[src/rtl/mips_muldiv_unit.sv]
// Iterative MULT/MULTU/DIV/DIVU engine that owns the HI/LO pair and services MTHI/MTLO.
// Defining MULDIV_MADD_EN adds MADD/MADDU (op 100/101), which accumulate into {HI,LO}.
module mips_muldiv_unit #(
    parameter int WIDTH = 32,
    parameter int CNT_W = $clog2(WIDTH) + 1
) (
    input  logic             clk,
    input  logic             rst_n,
    input  logic             start,
    input  logic [2:0]       op,
    input  logic [WIDTH-1:0] a,
    input  logic [WIDTH-1:0] b,
    input  logic             hi_we,
    input  logic             lo_we,
    input  logic [WIDTH-1:0] wdata,
    output logic             busy,
    output logic             done,
    output logic             div_by_zero,
    output logic [WIDTH-1:0] hi,
    output logic [WIDTH-1:0] lo
);

    typedef enum logic [1:0] {S_IDLE, S_RUN, S_FIX} state_t;

    state_t               r_state;
    logic [CNT_W-1:0]     r_cnt;
    logic                 r_div;
    logic                 r_zdiv;
    logic                 r_neg_res;
    logic                 r_neg_a;
    logic [WIDTH-1:0]     r_opnd;
    logic [2*WIDTH-1:0]   r_acc;
    logic                 r_busy;
    logic                 r_done;
    logic                 r_dvz;
    logic [WIDTH-1:0]     r_hi;
    logic [WIDTH-1:0]     r_lo;
`ifdef MULDIV_MADD_EN
    logic                 r_madd;
`endif

    logic                 w_op_valid;
    logic                 w_op_signed;
    logic                 w_op_mul;
    logic                 w_b_zero;
    logic                 w_a_neg;
    logic                 w_b_neg;
    logic [WIDTH-1:0]     w_a_abs;
    logic [WIDTH-1:0]     w_b_abs;
    logic [WIDTH:0]       w_add_sum;
    logic [WIDTH:0]       w_rem_sh;
    logic [WIDTH:0]       w_diff;
    logic [2*WIDTH-1:0]   w_acc_mul;
    logic [2*WIDTH-1:0]   w_acc_div;
    logic [2*WIDTH-1:0]   w_prod;
    logic [2*WIDTH-1:0]   w_prod_acc;
    logic [WIDTH-1:0]     w_quo;
    logic [WIDTH-1:0]     w_rem;

    function automatic logic [WIDTH-1:0] f_cneg(input logic [WIDTH-1:0] x, input logic en);
        return en ? (~x + 1'b1) : x;
    endfunction

    function automatic logic [2*WIDTH-1:0] f_cneg2(input logic [2*WIDTH-1:0] x, input logic en);
        return en ? (~x + 1'b1) : x;
    endfunction

`ifdef MULDIV_MADD_EN
    assign w_op_valid = ~op[2] | ~op[1];
`else
    assign w_op_valid = ~op[2];
`endif
    assign w_op_signed = ~op[0];
    assign w_op_mul    = ~op[1];
    assign w_b_zero    = (b == '0);
    assign w_a_neg     = w_op_signed & a[WIDTH-1];
    assign w_b_neg     = w_op_signed & b[WIDTH-1];
    assign w_a_abs     = f_cneg(a, w_a_neg);
    assign w_b_abs     = f_cneg(b, w_b_neg);

    // Multiply step: low half holds the multiplier, shifted out LSB-first.
    assign w_add_sum = {1'b0, r_acc[2*WIDTH-1:WIDTH]}
                     + (r_acc[0] ? {1'b0, r_opnd} : {(WIDTH+1){1'b0}});
    assign w_acc_mul = {w_add_sum, r_acc[WIDTH-1:1]};

    // Restoring divide step: upper half is the partial remainder, low half the dividend/quotient.
    assign w_rem_sh  = {r_acc[2*WIDTH-1:WIDTH], r_acc[WIDTH-1]};
    assign w_diff    = w_rem_sh - {1'b0, r_opnd};
    assign w_acc_div = w_diff[WIDTH] ? {w_rem_sh[WIDTH-1:0], r_acc[WIDTH-2:0], 1'b0}
                                     : {w_diff[WIDTH-1:0],   r_acc[WIDTH-2:0], 1'b1};

    assign w_prod = f_cneg2(r_acc, r_neg_res);
    assign w_quo  = f_cneg(r_acc[WIDTH-1:0], r_neg_res);
    assign w_rem  = f_cneg(r_acc[2*WIDTH-1:WIDTH], r_neg_a);
`ifdef MULDIV_MADD_EN
    assign w_prod_acc = r_madd ? ({r_hi, r_lo} + w_prod) : w_prod;
`else
    assign w_prod_acc = w_prod;
`endif

    always_ff @(posedge clk or negedge rst_n) begin
        if (!rst_n) begin
            r_state   <= S_IDLE;
            r_cnt     <= '0;
            r_div     <= 1'b0;
            r_zdiv    <= 1'b0;
            r_neg_res <= 1'b0;
            r_neg_a   <= 1'b0;
            r_opnd    <= '0;
            r_acc     <= '0;
            r_busy    <= 1'b0;
            r_done    <= 1'b0;
            r_dvz     <= 1'b0;
            r_hi      <= '0;
            r_lo      <= '0;
`ifdef MULDIV_MADD_EN
            r_madd    <= 1'b0;
`endif
        end else begin
            r_done <= 1'b0;
            case (r_state)
                S_IDLE: begin
                    if (start && w_op_valid) begin
                        r_state   <= S_RUN;
                        r_busy    <= 1'b1;
                        r_cnt     <= CNT_W'(WIDTH);
                        r_div     <= ~w_op_mul;
                        r_zdiv    <= ~w_op_mul & w_b_zero;
                        r_dvz     <= 1'b0;
                        r_neg_a   <= w_a_neg;
                        r_neg_res <= w_a_neg ^ w_b_neg;
                        r_acc     <= {{WIDTH{1'b0}}, (w_op_mul ? w_b_abs : w_a_abs)};
`ifdef MULDIV_MADD_EN
                        r_madd    <= op[2];
`endif
                        // A zero divisor makes the iterations meaningless, so the
                        // original dividend is parked in r_opnd for the HI result.
                        if (w_op_mul)
                            r_opnd <= w_a_abs;
                        else if (w_b_zero)
                            r_opnd <= a;
                        else
                            r_opnd <= w_b_abs;
                    end else begin
                        if (hi_we)
                            r_hi <= wdata;
                        if (lo_we)
                            r_lo <= wdata;
                    end
                end
                S_RUN: begin
                    r_acc <= r_div ? w_acc_div : w_acc_mul;
                    r_cnt <= r_cnt - 1'b1;
                    if (r_cnt == CNT_W'(1))
                        r_state <= S_FIX;
                end
                S_FIX: begin
                    r_state <= S_IDLE;
                    r_busy  <= 1'b0;
                    r_done  <= 1'b1;
                    if (!r_div) begin
                        {r_hi, r_lo} <= w_prod_acc;
                    end else if (r_zdiv) begin
                        r_hi  <= r_opnd;
                        r_lo  <= '1;
                        r_dvz <= 1'b1;
                    end else begin
                        r_hi <= w_rem;
                        r_lo <= w_quo;
                    end
                end
                default: r_state <= S_IDLE;
            endcase
        end
    end

    assign busy        = r_busy;
    assign done        = r_done;
    assign div_by_zero = r_dvz;
    assign hi          = r_hi;
    assign lo          = r_lo;

endmodule

[config.mk]
export PLATFORM = sky130hd
export DESIGN_NAME = mips_muldiv_unit
export DESIGN_NICKNAME = d
export VERILOG_FILES = /design/src/rtl/mips_muldiv_unit.sv
export SDC_FILE = /design/constraint.sdc
export NUM_CORES = 1
export LEC_CHECK = 0
export CAP_MARGIN = 10
export CORE_ASPECT_RATIO = 1.2
export CORE_MARGIN = 2
export CORE_UTILIZATION = 40
export DETAILED_ROUTE_END_ITERATION = 7
export HOLD_SLACK_MARGIN = 0.02
export PLACE_DENSITY_LB_ADDON = 0.08
export RECOVER_POWER = 50
export SYNTH_ARGS = -nofsm -noshare
export SYNTH_HDL_FRONTEND = slang
export SYNTH_SLANG_ARGS = --single-unit
[constraint.sdc]
create_clock -name clk -period 4.5 [get_ports clk]
set_input_delay 0.45 -clock clk [delete_from_list [all_inputs] [get_ports clk]]
set_output_delay 0.45 -clock clk [all_outputs]
set_load 0.005 [all_outputs]
==> summary.txt <==
STA
  – Final Hold Fails: 0
  – Slew Limit Fails: between 90 and 100
  – WHS: 479 ps
  – Min cycle time layout: approximately 4200 ps
  – Final setup skew: ~15 ps
  – Final setup TNS: 0 ps
  – Least-Margin Pin Slew: ~2800 ps
  – Final WS setup: 329 ps
  – Final worst-path cycle share: 0.927
  – Slew HR: -0.850
  – RSZ-0062 raised after global routing: no
  – F_max: 240 MHz
  – Final setup viols: 0

Critical path
  – Critical path arrival: 4510 ps
  – Crit-path max FO: 11
  – Critical path class: flop to flop
  – Capture point of the worst reg-to-reg path: r_acc[61]$_DFFE_PN0P_
  – Worst Setup End Kind: flop
  – Worst setup SP type: flop
  – Data required, critical path: 4840 ps
  – Worst-case reg-to-reg path depth: 12
  – R2R Path Start: r_acc[31]$_DFFE_PN0P_
  – Critical Path End: r_acc[61]$_DFFE_PN0P_
  – R2R setup slack: between 300 and 400 ps
  – Crit path launch: r_acc[31]$_DFFE_PN0P_

Synthesis
  – Mux cell area share after synthesis: 0.0430
  – Simple-gate portion of the synthesized area: 0.193
  – Post-synth ARST share: 1.00
  – Cell taking the most area after synthesis: dfrtp_1
  – Synthesized instance count: 2122
  – Syn_area_per_cell: a little under 8 sq um
  – Post-synthesis cell area: between 15000 and 20000 sq um
  – XOR/XNOR Fraction of Synth Area: 0.0992
  – Synth Area in Compound Gates: 0.287
  – Post-synth EDFFs: 0
  – Post-synthesis sequential area ratio: 0.268
  – Main synth FF type: dfrtp_1
  – Ys Warns: 0
  – Flops & latches, synth: 175
  – Synth top area share: 0.268
  – Adder-cell share of the synthesized area: 0.0561
  – Post-Syn Nets: roughly 2300
  – Largest family of logic cells by synthesized area: compound AO/OA/AOI/OAI gates
  – Unique masters post-synth: a little over 80
  – Synth area leaders: dfrtp_1 (27%), o21ai_0 (7.0%), xnor2_1 (5.4%)

Clock network
  – Maximum buffer depth of the clock tree: 2
  – Skew-Pair Late Insertion Delay: 480 ps
  – TritonCTS buffer count: 17
  – Clock sink count: 175
  – Register clock-pin slew on the reported worst setup and hold paths: 80 ps
  – TritonCTS clock tree: built
  – H-tree levels: 4
  – CTS Root Cell: clkbuf_16
  – Setup bufs post-CTS: 0

Pwr
  – Pwr/cell area: 828 nW/um^2
  – Worst vdd ir: 388 uV
  – Leak: between 0.007 and 0.008 uW

Cells and area
  – Share of cells above drive strength 1: 0.0638
  – Final std cells w/o fill: 2781
  – Fill cell count: 4075
  – Layout area overhead: 18.2%
  – NumNets Final: between 2000 and 2500

Min path
  – Hold WC Path Type: flop to flop
  – HP Start: lo[25]$_DFFE_PN0P_

Global routing
  – GRT Residual Overflow: 0
  – Largest net degree at the start of global routing: 97
  – Vias in the first global route: 16276
  – First-pass GRT wire length: 104000 microns
  – Initial antenna violation count: 2
  – Global Route Usage Sum: 0.327

Floorplan
  – FP Rows: 81
  – Initial Utilization: 0.403
  – Die area: around 42000 sq um
  – DIE HEIGHT: roughly 230 microns
  – Ports: between 150 and 200
  – Die W: 188 microns
  – Core ar.: between 40000 and 50000 sq um

Outcome
  – Outcome: complete, but fails checks
  – Failing checks: capacitance limit, slew limit

Placement
  – DP Worst Slack: 307 ps
  – IO buf count: 170
  – Routability congestion estimate: approximately 0.98
  – Post-DP HPWL: 54600 microns
  – Placed cells: about 2700

Routing
  – Drt wl/cell: about 25 microns
  – Vias: 17295
  – Drt via density: just over 6
  – Number of DRC violations after detailed-routing iteration 0: 1684
  – WL final: 70400 microns
  – First drt pass iteration count: 6
  – DRC violations left: 0
  – Post-DRT Antenna Nets: 0

Run
  – MaxCap Viol Count: 1
-- registers in the layout, summed over array words and instances (netlist names) --
name	cells
r_acc	64
hi	32
lo	32
r_opnd	32
r_cnt	6
r_state	2
busy	1
div_by_zero	1
done	1
r_div	1
r_neg_a	1
r_neg_res	1
r_zdiv	1
-- Yosys cell counts (all sizes together) (30+ instances only) --
master  count
clkbuf    126
xor2       82
a21oi     164
a21o       30
o211ai     44
or4        31
inv        62
nor3       43
o22ai      46
o21ai     237
ha         70
nor2      160
dfrtp     175
buf        32
nand2     220
mux2i      69
xnor2     102
nand3      53
-- cells in the final DEF (no fill, tap or decap), types with 17 or more instances in the layout --
cell type        Yosys  layout
xnor2_1            101     101
or3_1               26      26
mux2i_1             69      69
nor3_1              43      43
a211oi_1            21      21
or4_1               24      24
a21o_1              30      30
o211ai_1            44      44
nand2_1            220     220
a22oi_1             22      22
o31ai_1             25      25
o21ai_0            229     228
o41ai_1             18      18
clkdlybuf4s50_1      0     136
inv_1               62      61
dfrtp_1            175     173
dlygate4sd3_1        0      32
buf_4                2      72
a221oi_1            17      17
a31oi_1             26      26
clkbuf_16            0      17
xor2_1              82      82
o22ai_1             46      46
a21oi_1            163     163
nand2b_1            26      26
nor2_1             160     159
and3_1              20      20
ha_1                70      70
nand3_1             53      53
-- area by class of cell --
class / count / area, sq um / area share
Inverter: 63 / 236 / 0.0123
Timing Repair Buffer: 244 / 2260 / 0.117
Tap cell: 539 / 674 / 0.0350
Sequential cell: 175 / 4380 / 0.227
Clock buffer: 19 / 453 / 0.0235
Clock inverter: 13 / 149 / 0.00772
Antenna cell: 1 / 2.50 / 0.000130
Multi-Input combinational cell: 1727 / 11100 / 0.577
-- through the flow --
| stage | area [sq um] | utilization | total power, uW |
|---|---|---|---|
| final | 19300 | 0.476 | 16000 |
| after floorplan | 16300 | - | 10100 |
| after CTS | 19300 | 0.476 | 15800 |
| after detailed placement | 18700 | 0.461 | 14200 |
| after global routing | 19300 | 0.476 | 17000 |
| after global placement | 18700 | 0.461 | 14100 |
-- cells by family after synthesis --
kind of cell,count (synthesis)
XOR/XNOR,184
AO/OA/AOI/OAI,748
adder cells (fa/ha/maj),72
flip-flops,175
buffers and inverters,221
multiplexers,70
AND/OR/NAND/NOR,652
-- worst min-delay path by stage --
stage                         end  slack [ps]  cells after the start
2_1_floorplan    busy$_DFFE_PN0P_         150                      0
3_3_place_gp    lo[7]$_DFFE_PN0P_         460                      2
3_5_place_dp   lo[13]$_DFFE_PN0P_         470                      2
4_1_cts            done$_DFF_PN0_         110                      1
5_1_grt         lo[8]$_DFFE_PN0P_         490                      2
6_report       lo[25]$_DFFE_PN0P_         480                      2
-- layer usage --
layer  global-route usage  vias to the layer above  wire [microns]
met5                    0                        -              14
met4                0.175                        2            4020
met3               0.0420                      165            4340
met2                0.526                      794           32400
met1                0.427                     8325           29600
li1                     -                     8009               -
-- where the power goes --
group / total (uW) / internal (uW) / switching, uW
Combinational: 11000 / 4410 / 6630
Sequential: 3340 / 2350 / 990
Clock: 1580 / 814 / 766
Total: 16000 / 7580 / 8390
-- repair_timing --
item,CTS,global route
hold buffers,0,0
endpoints found under the setup margin,0,3
gates resized for setup,0,0
-- worst max-delay path: stages (launching register included) --
cell      delay, ps
dfrtp_1         460
inv_1           130
ha_1            230
fa_1            400
nand2b_1        220
a211oi_1        310
o21ai_0         290
nor3_1          290
or4_1           160
nand2_1         190
xnor2_2         930
mux2i_1         310
a21oi_1          90
(Power assumes the default switching activity.)
